File: config.mk
export PLATFORM = sky130hd
export DESIGN_NAME = tt_mux_sel_rx_flat
export DESIGN_NICKNAME = d
export VERILOG_FILES = /design/src/rtl/tt_mux_sel_rx_pkg.sv /design/src/rtl/tt_mux_sel_rx_if.sv /design/src/rtl/tt_mux_sel_rx_sync.sv /design/src/rtl/tt_mux_sel_rx.sv /design/src/flat_wrapper.sv
export SDC_FILE = /design/constraint.sdc
export NUM_CORES = 1
export LEC_CHECK = 0
export ABC_AREA = 1
export CAP_MARGIN = 5
export CORE_ASPECT_RATIO = 1.75
export CORE_UTILIZATION = 30
export CTS_CLUSTER_SIZE = 20
export DETAILED_ROUTE_END_ITERATION = 8
export GPL_ROUTABILITY_DRIVEN = 0
export GPL_TIMING_DRIVEN = 0
export HOLD_SLACK_MARGIN = 0.1
export PLACE_DENSITY = 0.59
export SLEW_MARGIN = 0
export SYNTH_ARGS = -nofsm -noshare
export SYNTH_HDL_FRONTEND = slang
export SYNTH_SLANG_ARGS = --single-unit
File: constraint.sdc
create_clock -name clk -period 1.7 [get_ports clk]
set_clock_uncertainty 0.2 [all_clocks]
set_input_delay 0.255 -clock clk [delete_from_list [all_inputs] [get_ports clk]]
set_output_delay 0.255 -clock clk [all_outputs]
set_load 0.02 [all_outputs]
File: src/rtl/tt_mux_sel_rx_pkg.sv
// Shared definitions for the mux select receiver: FSM state encoding and synchronizer depth.
package tt_mux_sel_rx_pkg;

  typedef enum logic [1:0] {
    S_HOLD    = 2'd0,
    S_COUNT   = 2'd1,
    S_ENABLED = 2'd2
  } sel_state_e;

  localparam int unsigned SYNC_DEPTH = 2;

endpackage

File: src/rtl/tt_mux_sel_rx_if.sv
// Mux control pulse inputs and registered spine outputs of the select receiver.
interface tt_mux_sel_rx_if #(
  parameter int unsigned ADDR_W = 10
);
  logic              ctrl_sel_rst_n;
  logic              ctrl_sel_inc;
  logic              ctrl_ena;
  logic [ADDR_W-1:0] spine_sel;
  logic              spine_ena;
  logic              sel_busy;
  logic              sel_wrap;
  logic              sel_err;

  modport master (
    output ctrl_sel_rst_n, ctrl_sel_inc, ctrl_ena,
    input  spine_sel, spine_ena, sel_busy, sel_wrap, sel_err
  );

  modport slave (
    input  ctrl_sel_rst_n, ctrl_sel_inc, ctrl_ena,
    output spine_sel, spine_ena, sel_busy, sel_wrap, sel_err
  );
endinterface

File: src/rtl/tt_mux_sel_rx_sync.sv
// Per-input synchronizer, history flop and rise detector for one mux control line.
// TT_MUX_SEL_FILTER_EN adds a stability filter between synchronizer and edge detect.
module tt_mux_sel_sync
  import tt_mux_sel_rx_pkg::*;
#(
  parameter int unsigned FILTER_LEN = 3
) (
  input  logic clk,
  input  logic rst_n,
  input  logic din,
  output logic level,
  output logic rise
);

  logic [SYNC_DEPTH-1:0] sync_r;
  logic                  hist_r;
  logic                  raw_s;
  logic                  stable_s;

  // Metastability chain for an input asynchronous to clk.
  always_ff @(posedge clk or negedge rst_n) begin
    if (!rst_n) begin
      sync_r <= '0;
    end else begin
      sync_r <= {sync_r[SYNC_DEPTH-2:0], din};
    end
  end

  assign raw_s = sync_r[SYNC_DEPTH-1];

`ifdef TT_MUX_SEL_FILTER_EN
  localparam int unsigned CNT_W = (FILTER_LEN > 1) ? $clog2(FILTER_LEN) : 1;

  logic [CNT_W-1:0] cnt_r;
  logic             filt_r;

  // Accept a new level only after it has differed from the filtered one for FILTER_LEN cycles.
  always_ff @(posedge clk or negedge rst_n) begin
    if (!rst_n) begin
      cnt_r  <= '0;
      filt_r <= 1'b0;
    end else if (raw_s == filt_r) begin
      cnt_r <= '0;
    end else if (cnt_r == CNT_W'(FILTER_LEN - 1)) begin
      cnt_r  <= '0;
      filt_r <= raw_s;
    end else begin
      cnt_r <= cnt_r + CNT_W'(1);
    end
  end

  assign stable_s = filt_r;
`else
  localparam int unsigned unused_filter_len = FILTER_LEN;

  assign stable_s = raw_s;
`endif

  // One-cycle-old copy of the accepted level for rise detection.
  always_ff @(posedge clk or negedge rst_n) begin
    if (!rst_n) begin
      hist_r <= 1'b0;
    end else begin
      hist_r <= stable_s;
    end
  end

  assign level = stable_s;
  assign rise  = stable_s & ~hist_r;

endmodule

File: src/rtl/tt_mux_sel_rx.sv
// Receiver for the sel_rst_n / sel_inc / ena pulse protocol; drives the spine address and enable.
// Optional input stability filter: define TT_MUX_SEL_FILTER_EN.
module tt_mux_sel_rx
  import tt_mux_sel_rx_pkg::*;
#(
  parameter int unsigned ADDR_W     = 10,
  parameter int unsigned N_PROJ     = 1024,
  parameter int unsigned FILTER_LEN = 3
) (
  input  logic                   clk,
  input  logic                   rst_n,
  tt_mux_sel_rx_if.slave         bus
);

  localparam logic [ADDR_W-1:0] SEL_LAST = ADDR_W'(N_PROJ - 1);

  logic              rst_lvl_s, ena_lvl_s, inc_edge_s;
  logic              rst_rise_unused_s, ena_rise_unused_s, inc_lvl_unused_s;
  sel_state_e        state_r, state_s;
  logic [ADDR_W-1:0] sel_r, sel_s;
  logic              ena_r, ena_s, busy_r, busy_s, wrap_r, wrap_s, err_r, err_s;

  tt_mux_sel_sync #(.FILTER_LEN(FILTER_LEN)) u_sync_rst (
    .clk(clk), .rst_n(rst_n), .din(bus.ctrl_sel_rst_n), .level(rst_lvl_s), .rise(rst_rise_unused_s)
  );
  tt_mux_sel_sync #(.FILTER_LEN(FILTER_LEN)) u_sync_inc (
    .clk(clk), .rst_n(rst_n), .din(bus.ctrl_sel_inc), .level(inc_lvl_unused_s), .rise(inc_edge_s)
  );
  tt_mux_sel_sync #(.FILTER_LEN(FILTER_LEN)) u_sync_ena (
    .clk(clk), .rst_n(rst_n), .din(bus.ctrl_ena), .level(ena_lvl_s), .rise(ena_rise_unused_s)
  );

  // Next-state and next-output logic; select reset overrides inc and ena.
  always_comb begin
    state_s = state_r;
    sel_s   = sel_r;
    ena_s   = ena_r;
    wrap_s  = wrap_r;
    err_s   = err_r;
    if (!rst_lvl_s) begin
      state_s = S_HOLD;
      sel_s   = '0;
      ena_s   = 1'b0;
      wrap_s  = 1'b0;
      err_s   = 1'b0;
    end else begin
      case (state_r)
        S_HOLD: begin
          state_s = S_COUNT;
          sel_s   = '0;
          ena_s   = 1'b0;
          wrap_s  = 1'b0;
          err_s   = 1'b0;
        end
        S_COUNT: begin
          // Increment lands before a coincident enable, so the enabled address is the new one.
          if (inc_edge_s) begin
            if (sel_r == SEL_LAST) begin
              sel_s  = '0;
              wrap_s = 1'b1;
            end else begin
              sel_s = sel_r + ADDR_W'(1);
            end
          end else begin
            sel_s = sel_r;
          end
          if (ena_lvl_s) begin
            state_s = S_ENABLED;
            ena_s   = 1'b1;
          end else begin
            state_s = S_COUNT;
            ena_s   = 1'b0;
          end
        end
        S_ENABLED: begin
          if (inc_edge_s) begin
            err_s = 1'b1;
          end else begin
            err_s = err_r;
          end
          if (!ena_lvl_s) begin
            state_s = S_COUNT;
            ena_s   = 1'b0;
          end else begin
            state_s = S_ENABLED;
            ena_s   = 1'b1;
          end
        end
        default: begin
          state_s = S_HOLD;
          sel_s   = '0;
          ena_s   = 1'b0;
          wrap_s  = 1'b0;
          err_s   = 1'b0;
        end
      endcase
    end
    busy_s = (state_s != S_ENABLED);
  end

  // State and registered outputs.
  always_ff @(posedge clk or negedge rst_n) begin
    if (!rst_n) begin
      state_r <= S_HOLD;
      sel_r   <= '0;
      ena_r   <= 1'b0;
      busy_r  <= 1'b1;
      wrap_r  <= 1'b0;
      err_r   <= 1'b0;
    end else begin
      state_r <= state_s;
      sel_r   <= sel_s;
      ena_r   <= ena_s;
      busy_r  <= busy_s;
      wrap_r  <= wrap_s;
      err_r   <= err_s;
    end
  end

  assign bus.spine_sel = sel_r;
  assign bus.spine_ena = ena_r;
  assign bus.sel_busy  = busy_r;
  assign bus.sel_wrap  = wrap_r;
  assign bus.sel_err   = err_r;

endmodule

File: src/flat_wrapper.sv
// flat-port wrapper written by rule: the top's interface ports become plain ports
module tt_mux_sel_rx_flat import tt_mux_sel_rx_pkg::*;
#(
  parameter int unsigned ADDR_W     = 10,
  parameter int unsigned N_PROJ     = 1024,
  parameter int unsigned FILTER_LEN = 3
)
  (clk, rst_n, bus_ctrl_sel_rst_n, bus_ctrl_sel_inc, bus_ctrl_ena, bus_spine_sel, bus_spine_ena, bus_sel_busy, bus_sel_wrap, bus_sel_err);
  tt_mux_sel_rx_if #(.ADDR_W(ADDR_W)) bus_i ();
  input  logic clk;
  input  logic rst_n;
  input wire logic [$bits(bus_i.ctrl_sel_rst_n)-1:0] bus_ctrl_sel_rst_n;
  input wire logic [$bits(bus_i.ctrl_sel_inc)-1:0] bus_ctrl_sel_inc;
  input wire logic [$bits(bus_i.ctrl_ena)-1:0] bus_ctrl_ena;
  output wire logic [$bits(bus_i.spine_sel)-1:0] bus_spine_sel;
  output wire logic [$bits(bus_i.spine_ena)-1:0] bus_spine_ena;
  output wire logic [$bits(bus_i.sel_busy)-1:0] bus_sel_busy;
  output wire logic [$bits(bus_i.sel_wrap)-1:0] bus_sel_wrap;
  output wire logic [$bits(bus_i.sel_err)-1:0] bus_sel_err;
  assign bus_i.ctrl_sel_rst_n = bus_ctrl_sel_rst_n;
  assign bus_i.ctrl_sel_inc = bus_ctrl_sel_inc;
  assign bus_i.ctrl_ena = bus_ctrl_ena;
  assign bus_spine_sel = bus_i.spine_sel;
  assign bus_spine_ena = bus_i.spine_ena;
  assign bus_sel_busy = bus_i.sel_busy;
  assign bus_sel_wrap = bus_i.sel_wrap;
  assign bus_sel_err = bus_i.sel_err;
  tt_mux_sel_rx #(.ADDR_W(ADDR_W), .N_PROJ(N_PROJ), .FILTER_LEN(FILTER_LEN)) u_core (.clk(clk), .rst_n(rst_n), .bus(bus_i));
endmodule
Word-level counts from Yosys, hierarchy flattened
Index checks and enable logic that the tools add are counted.
{"block": "word_totals", "register_bits": 23, "latchBits": 0, "ramBits": 0, "rom_bits": 0, "output_inout_bits": 14, "wordCells": 44, "memories": 0}
{"block": "classes", "addsub": 1, "mul": 0, "div": 0, "magnitude_cmp": 0, "eq_ne": 9, "n_shift": 0, "n_mux": 17, "bitwise_logic": 2, "n_reduce_logical": 5}
{"op": "2-to-1 mux 10 bit", "count": 3}
{"op": "case mux 10 bit (2 select lines)", "count": 1}
{"op": "adder 10 x 1 -> 10 bit (second input constant)", "count": 1}
{"op": "== test 10 bit (second input constant)", "count": 1}
{"op": "inequality test 3 x 2 -> 1 bit (second input constant)", "count": 3}
{"op": "2-to-1 mux 1 bit", "count": 8}
{"op": "inequality test 2 bit (second input constant)", "count": 3}
{"op": "2-to-1 mux 2 bit", "count": 2}
{"op": "case mux 1 bit (2 select lines)", "count": 2}
{"op": "case mux 2 bit (2 select lines)", "count": 1}
{"op": "AND reduction 2 bit", "count": 2}
{"op": "AND reduction 3 bit", "count": 1}
{"op": "== test 2 x 1 -> 1 bit (second input constant)", "count": 1}
{"op": "== test 2 bit (second input constant)", "count": 1}
{"op": "logical NOT 2 bit", "count": 1}
{"op": "OR reduction 2 bit", "count": 1}
{"op": "AND 1 bit", "count": 1}
{"op": "inverter 1 bit", "count": 1}

Logic depth before layout (Yosys ltp)
Gate-level depths: netlist (run 1).
{"block": "logic_depth", "ltp_word": 5, "depth_mapped": 11, "ltp_nobuf": 11}

Hierarchy
A second synthesis (run 1) with hierarchy kept.
{"block": "unflattened", "hier_cells": 130, "area_unflattened_um2": 1151.1}
{"module": "tt_mux_sel_rx", "n_inst": 1, "cells_each": 115, "area_each_um2": 895.9, "seq_area_each_um2": 376.6}
{"module": "tt_mux_sel_sync", "n_inst": 3, "cells_each": 5, "area_each_um2": 85.1, "seq_area_each_um2": 75.1}

Least setup slack after synthesis (run 1)
OpenSTA, ideal clock, no wires.
{"block": "synth_timing", "path_type": "register -> register", "start": "register u_core.sel_r[0], in the netlist u_core.bus.spine_sel[0]", "end": "register u_core.wrap_r, in the netlist u_core.bus.sel_wrap", "setup_time_ns": 0.115, "t_arrival_ns": 1.206, "slack_ns": 0.179, "path_stages_with_launch": 10, "path_buffers": 0, "path_cell_list": "dfrtp_1 > ha_1 > inv_1 > nor2_1 > nand3_1 > nand2_1 > nand2_2 > inv_4 > nor2_2 > nor2_2"}
{"block": "synth_via", "elab_chain_cells": 3}
{"element": "from (decl)", "line_no": "tt_mux_sel_rx.sv:20", "rtl": "logic [ADDR_W-1:0] sel_r, sel_s;"}
{"element": "from (signal assigned)", "line_no": "tt_mux_sel_rx.sv:112", "rtl": "sel_r <= sel_s;"}
{"element": "== test 10 bit", "line_no": "tt_mux_sel_rx.sv:58", "rtl": "if (sel_r == SEL_LAST) begin"}
{"element": "inequality test 3 x 2 -> 1 bit (no source line)"}
{"element": "AND reduction 3 bit (no source line)"}
{"element": "to (signal assigned)", "line_no": "tt_mux_sel_rx.sv:115", "rtl": "wrap_r <= wrap_s;"}
{"element": "to (decl)", "line_no": "tt_mux_sel_rx.sv:21", "rtl": "logic ena_r, ena_s, busy_r, busy_s, wrap_r, wrap_s, err_r, err_s;"}
Every way passes these cells.
A chain may end at the register's enable or synchronous reset.

Worst setup path in the final report (run 1)
{"block": "layout_timing", "start": "register u_core.ena_r, in the netlist u_core.bus.spine_ena", "end": "output port bus_spine_ena"}
{"element": "from (decl)", "line_no": "tt_mux_sel_rx.sv:21"}
{"element": "from (signal assigned)", "line_no": "tt_mux_sel_rx.sv:113", "rtl": "ena_r <= ena_s;"}
{"element": "to (decl)", "line_no": "flat_wrapper.sv:16", "rtl": "output wire logic [$bits(bus_i.spine_ena)-1:0] bus_spine_ena;"}
No word-level cell between the ends.

==> impl_metrics.env, run 1 <==
export IMPL_port_buffers=18
export IMPL_grt_overflow_total=0
export IMPL_layout_commonest_cell="nand2_1"
export IMPL_setup_ws_ns=0.0627
export IMPL_multi_input_comb_area_sq_um=477
export IMPL_area_growth_pct=30.6
export IMPL_worst_path_max_delay_cell="clkdlybuf4s50_1"
export IMPL_relSlewSlack=0.328
export IMPL_clkTransAtPathRegs_ns=0.08
export IMPL_die_h_um=81.6
export IMPL_yosysSeqAreaShare=0.532
export IMPL_yosys_warnings=0
export IMPL_status="completed"
export IMPL_drt_vias_per_instance=4.61
export IMPL_min_period_ns=1.64
export IMPL_min_period_over_period=0.963
export IMPL_grt_pass1_vias=890
export IMPL_die_width_um=47.5
export IMPL_worstPathRequired_ns=1.24
export IMPL_maxCapViolCount=0
export IMPL_drive_above_1_share=0.184
export IMPL_grt_pass1_wl_mm=3.66
export IMPL_syn_area_sq_um=1080
export IMPL_cts_buffers=3
export IMPL_drtIter0Drc=9
export IMPL_place_worst_setup_slack_ns=-0.0302
export IMPL_core_sq_um=3400
export IMPL_cts_root_buf="clkbuf_8"
export IMPL_first_pass_iters=4
export IMPL_antenna_found_initial=0
export IMPL_ios=19
export IMPL_synthCells=122
export IMPL_clock_sinks=23
export IMPL_max_stage_delay_ns=0.59
export IMPL_p_comb_frac=0.156
export IMPL_hold_buffers=0
export IMPL_hold_viol_final=0
export IMPL_nFillCells=353
export IMPL_worstMarginPinSlew_ns=1.01
export IMPL_clkLatencyLatePin_ns=0.27
export IMPL_sw_frac_of_total=0.275
export IMPL_rows=28
export IMPL_htreeDepth=1
export IMPL_synth_area_per_cell_sq_um=8.89
export IMPL_cts_buffer_depth=2
export IMPL_ant_nets=0
export IMPL_synth_distinct_cells=23
export IMPL_clockPowerShare=0.309
export IMPL_slew_violations=0
export IMPL_fin_util=0.417
export IMPL_vias=885
export IMPL_power_density_nw_per_um2=776
export IMPL_n_antenna_cell=0
export IMPL_power_switching_w=0.000302
export IMPL_setup_tns_ns=0
export IMPL_internal_power_w=0.000797
export IMPL_arrival_ns=1.18
export IMPL_grt_total_usage=0.135
export IMPL_pwr_share_seq=0.536
export IMPL_drt_total_wl_mm=2.28
export IMPL_p_leak_nw=0.704
export IMPL_max_freq_mhz=611
export IMPL_crit_family="buffers and inverters"
export IMPL_final_net_count=158
export IMPL_syn_nets=132
export IMPL_ys_ff_latch=23
export IMPL_end_kind="output pin"
export IMPL_path_class="flip-flop to output pin"
export IMPL_worst_path_max_fanout=1
export IMPL_grt_start_max_net_pins=24
export IMPL_avgRoutedWirePerCell_um=11.9
export IMPL_cp_cell_sequence="clkdlybuf4s50_1"
export IMPL_dp_hpwl_mm=1.65
export IMPL_seqCellArea_sq_um=577
export IMPL_worst_path_buf_inv=1
export IMPL_finalSetupViolations=0
export IMPL_min_path_type="flip-flop to flip-flop"
export IMPL_cts_tree="yes"
export IMPL_initial_utilization=0.319
export IMPL_ir_worst_vdd_uv=554
export IMPL_drc=0
export IMPL_layout_common_cells="nand2_1, dfrtp_1, inv_1, nor2_1, dlygate4sd2_1"
export IMPL_dieArea_sq_um=3870
export IMPL_start_kind="flip-flop"
layout make-up:
class	instances	share of cell area
sequential	23	0.407
multi-input combinational	80	0.337
timing repair buffer	20	0.129
inverter	20	0.0548
tap	45	0.0398
clock buffer	3	0.0292
clock inverter	1	0.00353
what timing repair did:
action / CTS / global route
setup endpoints to repair: 12 / 8
pin swaps: 0 / 1
resized for setup: 12 / 10
buffers inserted: 0 / 2
cloned: 0 / 1
path summary, 6_finish.rpt:
kind	start	endpoint	slack (ns)	cells after the start
min in group asynchronous	rst_n	u_core.u_sync_inc.sync_r[0]$_DFF_PN0_	0.33	1
max reg2reg	u_core.state_r[1]$_DFF_PN0_	u_core.bus.spine_sel[6]$_DFFE_PN0P_	0.09	11
max in group asynchronous	rst_n	u_core.bus.spine_sel[2]$_DFFE_PN0P_	0.35	1
max	u_core.bus.spine_ena$_DFF_PN0_	bus_spine_ena	0.06	1
min	u_core.u_sync_rst.sync_r[0]$_DFF_PN0_	u_core.u_sync_rst.sync_r[1]$_DFF_PN0_	0.16	0
min reg2reg	u_core.u_sync_rst.sync_r[0]$_DFF_PN0_	u_core.u_sync_rst.sync_r[1]$_DFF_PN0_	0.16	0
registers in the layout, summed over array words and instances, names as in the netlist:
register / flops
u_core.bus.sel_busy: 1
u_core.bus.sel_err: 1
u_core.bus.sel_wrap: 1
u_core.bus.spine_ena: 1
u_core.bus.spine_sel: 10
u_core.state_r: 2
u_core.u_sync_ena.sync_r: 2
u_core.u_sync_inc.hist_r: 1
u_core.u_sync_inc.sync_r: 2
u_core.u_sync_rst.sync_r: 2
power by group through the flow:
stage          Clock (W)  Combinational [W]  Sequential [W]
2_1_floorplan          0          0.0000815        0.000609
3_3_place_gp           0           0.000153        0.000598
3_5_place_dp           0           0.000157        0.000599
4_1_cts         0.000352           0.000152        0.000588
5_1_grt         0.000365           0.000191        0.000591
6_report        0.000339           0.000171        0.000588
layer usage:
metal	vias to the layer above	global-route usage	part of all wire
met1	416	0.142	0.37
met2	21	0.234	0.54
met5	-	0	0
met4	0	0.0771	0.045
met3	10	0.0242	0.036
li1	438	-	-
logic make-up after synthesis:
| kind of cell | synth area share |
|---|---|
| and+or+nand+nor | 0.268 |
| DFF | 0.532 |
| buffers and inverters | 0.0715 |
| AOI/OAI and AO/OA | 0.0634 |
| adders and majority gates | 0.0577 |
| xor gates and xnor gates | 0.00808 |
cells in the mapped netlist:
| cell type | n | area [sq um] |
|---|---|---|
| o21bai_1 | 1 | 7.51 |
| o21ai_0 | 4 | 20.0 |
| nand2_2 | 4 | 25.0 |
| a31oi_1 | 1 | 6.26 |
| nor2_1 | 12 | 45.0 |
| dfrtp_1 | 22 | 551 |
| a21oi_2 | 1 | 8.76 |
| inv_4 | 1 | 6.26 |
| ha_1 | 5 | 62.6 |
| o21ai_1 | 1 | 5.00 |
| nand2_1 | 25 | 93.8 |
| nor2_2 | 5 | 31.3 |
| inv_1 | 17 | 63.8 |
| o22ai_1 | 1 | 6.26 |
| xor2_1 | 1 | 8.76 |
| nand3_1 | 5 | 25.0 |
| a21oi_1 | 3 | 15.0 |
| nand2_4 | 1 | 11.3 |
| dfstp_2 | 1 | 26.3 |
| inv_2 | 2 | 7.51 |
| nand4_1 | 5 | 31.3 |
| nor4_2 | 1 | 12.5 |
| nor3_1 | 3 | 15.0 |
stage by stage:
stage	hold WS (ns)	power (W)	cells	cell area, sq um
floorplan	-0.241	0.000691	122	1080
global placement	0.135	0.000750	185	1320
detailed placement	0.147	0.000756	185	1320
CTS	0.166	0.00109	189	1350
global route	0.171	0.00115	192	1420
finish	0.163	0.00110	192	1420
No activity file was read; power rests on OpenSTA's default activity.
==> run 2: changes to the inputs <==
--- a/config.mk
+++ b/config.mk
@@ -15,6 +15,7 @@
 export GPL_TIMING_DRIVEN = 0
 export HOLD_SLACK_MARGIN = 0.1
 export PLACE_DENSITY = 0.59
+export SKIP_LAST_GASP = 1
 export SLEW_MARGIN = 0
 export SYNTH_ARGS = -nofsm -noshare
 export SYNTH_HDL_FRONTEND = slang
==> run 2 against run 1 <==
Sequential share of layout area grew 0.072 points. Die area did not move. Final area decreased by 0.18%. First-iteration DRC count is the same. Critical path depth unchanged. Total power about the same. Worst hold slack is the same. Register-to-register slack barely moved. Setup slack is essentially flat.
==> impl_metrics.env, run 2 (synthesis results as in run 1) <==
export IMPL_die_h_um=81.6
export IMPL_min_period_ns=1.64
export IMPL_end_kind="output pin"
export IMPL_globalRouteMet1Util=0.142
export IMPL_grt_pass1_wl_mm=3.66
export IMPL_power_switching_w=0.000302
export IMPL_cts_root_buf="clkbuf_8"
export IMPL_pwr_share_seq=0.536
export IMPL_min_period_over_period=0.963
export IMPL_core_sq_um=3400
export IMPL_worstMarginPinSlew_ns=1.01
export IMPL_worst_path_max_fanout=1
export IMPL_place_worst_setup_slack_ns=-0.0302
export IMPL_hold_viol_final=0
export IMPL_clockPowerShare=0.309
export IMPL_drive_above_1_share=0.177
export IMPL_seqCellArea_sq_um=577
export IMPL_path_class="flip-flop to output pin"
export IMPL_clock_sinks=23
export IMPL_n_antenna_cell=0
export IMPL_crit_family="buffers and inverters"
export IMPL_grt_total_usage=0.135
export IMPL_met2_usage=0.234
export IMPL_grt_pass1_vias=890
export IMPL_setup_ws_ns=0.0628
export IMPL_grt_overflow_total=0
export IMPL_top_usage_layer="met2"
export IMPL_grt_start_max_net_pins=24
export IMPL_initial_utilization=0.319
export IMPL_status="completed"
export IMPL_relSlewSlack=0.328
export IMPL_p_leak_nw=0.705
export IMPL_drt_total_wl_mm=2.28
export IMPL_arrival_ns=1.18
export IMPL_largest_reg_flops=10
export IMPL_worstPathRequired_ns=1.24
export IMPL_max_freq_mhz=611
export IMPL_htreeDepth=1
export IMPL_regToRegSetupSlack_ns=0.09
export IMPL_cp_cell_sequence="clkdlybuf4s50_1"
export IMPL_finalSetupViolations=0
export IMPL_worst_path_buf_inv=1
export IMPL_worst_path_max_delay_cell="clkdlybuf4s50_1"
export IMPL_cts_buffer_depth=2
export IMPL_max_stage_delay_ns=0.59
export IMPL_p_comb_frac=0.155
export IMPL_nFillCells=354
export IMPL_clkTransAtPathRegs_ns=0.08
export IMPL_layout_common_cells="nand2_1, dfrtp_1, inv_1, nor2_1, dlygate4sd2_1"
export IMPL_grt_util_met3=0.0242
export IMPL_ios=19
export IMPL_layout_commonest_cell="nand2_1"
export IMPL_start_kind="flip-flop"
export IMPL_fin_util=0.416
export IMPL_min_path_type="flip-flop to flip-flop"
export IMPL_ir_worst_vdd_uv=554
export IMPL_clkLatencyLatePin_ns=0.27
export IMPL_multi_input_comb_area_sq_um=474
export IMPL_final_net_count=158
export IMPL_drc=0
export IMPL_antenna_found_initial=0
export IMPL_first_pass_iters=4
export IMPL_dieArea_sq_um=3870
export IMPL_area_growth_pct=30.3
export IMPL_ant_nets=0
export IMPL_port_buffers=18
export IMPL_rows=28
export IMPL_drt_vias_per_instance=4.61
export IMPL_dp_hpwl_mm=1.65
export IMPL_rsz0062_at_grt="yes"
export IMPL_p_total_w=0.00110
export IMPL_avgRoutedWirePerCell_um=11.9
export IMPL_slew_violations=0
export IMPL_maxCapViolCount=0
export IMPL_cts_tree="yes"
export IMPL_drtIter0Drc=9
export IMPL_internal_power_w=0.000796
export IMPL_cts_buffers=3
export IMPL_sw_frac_of_total=0.275
export IMPL_setup_tns_ns=0
export IMPL_die_width_um=47.5
export IMPL_vias=885
export IMPL_power_density_nw_per_um2=777
==> run 2: power by group through the flow <==
| stage | Clock [W] | Combinational [W] | Sequential, W |
|---|---|---|---|
| after CTS | 0.000352 | 0.000152 | 0.000588 |
| after global placement | 0 | 0.000153 | 0.000598 |
| after global routing | 0.000365 | 0.000190 | 0.000591 |
| after detailed placement | 0 | 0.000157 | 0.000599 |
| after floorplan | 0 | 0.0000815 | 0.000609 |
| final | 0.000339 | 0.000170 | 0.000588 |
==> run 2: worst paths after layout <==
check	from	end	cells after the start
worst max-delay path	u_core.bus.spine_ena$_DFF_PN0_	bus_spine_ena	1
worst min-delay path	u_core.u_sync_rst.sync_r[0]$_DFF_PN0_	u_core.u_sync_rst.sync_r[1]$_DFF_PN0_	0
worst max register to register	u_core.state_r[1]$_DFF_PN0_	u_core.bus.spine_sel[6]$_DFFE_PN0P_	11
worst min register to register	u_core.u_sync_rst.sync_r[0]$_DFF_PN0_	u_core.u_sync_rst.sync_r[1]$_DFF_PN0_	0
max in group asynchronous	rst_n	u_core.bus.spine_sel[2]$_DFFE_PN0P_	1
min in group asynchronous	rst_n	u_core.u_sync_inc.sync_r[0]$_DFF_PN0_	1
==> run 2: per-layer routing <==
layer	wire length, um	up-vias
met5	0	-
met4	103	0
met3	83	10
met2	1250	21
met1	852	416
li1	-	438
==> run 2: area by class of cell <==
type,instances,share of cell area
Tap cell,45,0.0398
Multi-Input combinational cell,80,0.335
Timing Repair Buffer,20,0.129
Inverter,20,0.0549
Clock buffer,3,0.0292
Sequential cell,23,0.408
Clock inverter,1,0.00354
==> run 2: per-stage QoR <==
| step | cell area [sq um] | std cells | hold WS [ns] |
|---|---|---|---|
| 3_3_place_gp | 1320 | 185 | 0.135 |
| 5_1_grt | 1410 | 192 | 0.171 |
| 4_1_cts | 1350 | 189 | 0.166 |
| 3_5_place_dp | 1320 | 185 | 0.147 |
| 6_report | 1410 | 192 | 0.163 |
| 2_1_floorplan | 1080 | 122 | -0.241 |
==> run 2: repair_timing <==
action / CTS / global route
hold buffers: 0 / 0
pin swaps: 0 / 1
resized for setup: 12 / 9
gates cloned: 0 / 1
endpoints found under the setup margin: 12 / 8
setup buffers: 0 / 2
==> run 3: changes to the inputs <==
--- a/config.mk
+++ b/config.mk
@@ -15,6 +15,7 @@
 export GPL_TIMING_DRIVEN = 0
 export HOLD_SLACK_MARGIN = 0.1
 export PLACE_DENSITY = 0.59
+export RECOVER_POWER = 25
 export SKIP_LAST_GASP = 1
 export SLEW_MARGIN = 0
 export SYNTH_ARGS = -nofsm -noshare
==> run 3 against run 2 <==
Register-to-register slack hardly changed. Flip-flop and latch count stayed put. Final cell count stayed put. Utilization is 0.44 points lower. Die area stayed put. Global-route usage stayed put. Sequential share of layout area is 0.44 points higher. Fmax hardly changed. Critical path type unchanged. Largest cell class unchanged.
==> impl_metrics.env, run 3 (synthesis results as in run 1) <==
export IMPL_status="completed"
export IMPL_grt_pass1_vias=890
export IMPL_r2r_start="u_core.state_r[1]$_DFF_PN0_"
export IMPL_end_kind="output pin"
export IMPL_area_growth_pct=29.0
export IMPL_sw_frac_of_total=0.274
export IMPL_maxCapViolCount=0
export IMPL_clkTransAtPathRegs_ns=0.08
export IMPL_die_width_um=47.5
export IMPL_multi_input_comb_area_sq_um=468
export IMPL_min_path_type="flip-flop to flip-flop"
export IMPL_relSlewSlack=0.313
export IMPL_power_switching_w=0.000300
export IMPL_rows=28
export IMPL_cp_cell_sequence="clkdlybuf4s50_1"
export IMPL_cts_root_buf="clkbuf_8"
export IMPL_arrival_ns=1.18
export IMPL_vias=884
export IMPL_regToRegSetupSlack_ns=0.08
export IMPL_drtIter0Drc=8
export IMPL_clockPowerShare=0.309
export IMPL_grt_start_max_net_pins=24
export IMPL_crit_cells=1
export IMPL_worstPathRequired_ns=1.24
export IMPL_hold_buffers=0
export IMPL_crit_family="buffers and inverters"
export IMPL_pwr_share_seq=0.539
export IMPL_hold_viol_final=0
export IMPL_grt_pass1_wl_mm=3.66
export IMPL_rsz0062_at_grt="yes"
export IMPL_worstMarginPinSlew_ns=1.03
export IMPL_nFillCells=357
export IMPL_clkLatencyLatePin_ns=0.26
export IMPL_htreeDepth=1
export IMPL_dp_hpwl_mm=1.65
export IMPL_max_freq_mhz=611
export IMPL_port_buffers=18
export IMPL_worst_path_buf_inv=1
export IMPL_ant_nets=0
export IMPL_avgRoutedWirePerCell_um=12.0
export IMPL_drc=0
export IMPL_worst_path_max_delay_cell="clkdlybuf4s50_1"
export IMPL_drt_vias_per_instance=4.60
export IMPL_power_density_nw_per_um2=781
export IMPL_p_comb_frac=0.152
export IMPL_ff2ff_path_depth=11
export IMPL_clock_sinks=23
export IMPL_min_period_ns=1.64
export IMPL_whs_ns=0.161
export IMPL_min_period_over_period=0.963
export IMPL_whs_path_depth=0
export IMPL_r2r_end="u_core.bus.spine_sel[6]$_DFFE_PN0P_"
export IMPL_cts_buffers=3
export IMPL_crit_end="bus_spine_ena"
export IMPL_p_leak_nw=0.685
export IMPL_ir_worst_vdd_uv=547
export IMPL_initial_utilization=0.319
export IMPL_internal_power_w=0.000793
export IMPL_worst_path_max_fanout=1
export IMPL_start_kind="flip-flop"
export IMPL_die_h_um=81.6
export IMPL_largest_reg_flops=10
export IMPL_layout_commonest_cell="nand2_1"
export IMPL_cts_tree="yes"
export IMPL_cts_buffer_depth=2
export IMPL_dieArea_sq_um=3870
export IMPL_grt_total_usage=0.135
export IMPL_cp_startpoint="u_core.bus.spine_ena$_DFF_PN0_"
export IMPL_n_antenna_cell=0
export IMPL_seqCellArea_sq_um=577
export IMPL_antenna_found_initial=0
export IMPL_slew_violations=0
export IMPL_max_stage_delay_ns=0.59
export IMPL_finalSetupViolations=0
export IMPL_final_cell_area_sq_um=1400
export IMPL_drt_total_wl_mm=2.30
export IMPL_layout_common_cells="nand2_1, dfrtp_1, inv_1, nor2_1, dlygate4sd2_1"
export IMPL_core_sq_um=3400
export IMPL_postPlaceCellArea_sq_um=1320
export IMPL_first_pass_iters=4
export IMPL_drive_above_1_share=0.170
export IMPL_final_net_count=158
export IMPL_path_class="flip-flop to output pin"
export IMPL_ios=19
export IMPL_grt_overflow_total=0
## run 3: changes by cell type in the layout (fill, tap and decap cells not counted), sizes merged
| cell | previous run | this run |
|---|---|---|
| clkdlybuf4s50 | 5 | 1 |
| dlygate4sd3 | 0 | 4 |
| clkbuf | 3 | 4 |
| dlymetal6s2s | 1 | 0 |
## run 3: worst min path at each step
stage                     slack, ns                             startpoint                                     to
after global routing           0.17  u_core.u_sync_inc.sync_r[0]$_DFF_PN0_  u_core.u_sync_inc.sync_r[1]$_DFF_PN0_
after global placement         0.14  u_core.u_sync_ena.sync_r[0]$_DFF_PN0_  u_core.u_sync_ena.sync_r[1]$_DFF_PN0_
final                          0.16  u_core.u_sync_inc.sync_r[0]$_DFF_PN0_  u_core.u_sync_inc.sync_r[1]$_DFF_PN0_
after floorplan               -0.24                                  rst_n         u_core.bus.sel_err$_DFFE_PN0P_
after CTS                      0.17  u_core.u_sync_rst.sync_r[0]$_DFF_PN0_  u_core.u_sync_rst.sync_r[1]$_DFF_PN0_
after detailed placement       0.15  u_core.u_sync_rst.sync_r[0]$_DFF_PN0_  u_core.u_sync_rst.sync_r[1]$_DFF_PN0_
## run 3: through the flow
step                worst slack, ns  instances  power [W]  utilization  TNS (ns)
floorplan                     0.179        122   0.000691            -         0
global placement           -0.00708        185   0.000750        0.389    -0.129
detailed placement          -0.0302        185   0.000756        0.389    -0.631
CTS                          0.0166        189    0.00109        0.398         0
global route                -0.0454        192    0.00114        0.412    -0.109
finish                       0.0622        192    0.00109        0.412         0
## run 3: layout make-up
| cell class | instances | area share |
|---|---|---|
| timing repair buffer | 20 | 0.124 |
| clock inverter | 1 | 0.00358 |
| inverter | 20 | 0.0555 |
| clock buffer | 3 | 0.0295 |
| sequential | 23 | 0.412 |
| tap | 45 | 0.0403 |
| multi-input combinational | 80 | 0.335 |
## run 3: power groups by stage
stage          Combinational, W  Sequential (W)  Clock [W]
2_1_floorplan         0.0000815        0.000609          0
3_3_place_gp           0.000153        0.000598          0
3_5_place_dp           0.000157        0.000599          0
4_1_cts                0.000152        0.000588   0.000352
5_1_grt                0.000186        0.000591   0.000365
6_report               0.000166        0.000588   0.000338
## run 3: repair_timing
item / 4_1_cts / 5_1_grt
resized for setup: 12 / 9
pin swaps: 0 / 1
setup endpoints to repair: 12 / 8
hold endpoints to repair: 0 / 0
buffers inserted: 0 / 2
cloned: 0 / 1
## run 3: layer usage
metal,up-vias,GRT usage,part of all wire
li1,437,-,-
met3,10,0.0242,0.036
met2,21,0.234,0.54
met1,416,0.142,0.38
met4,0,0.0771,0.045
met5,-,0,0
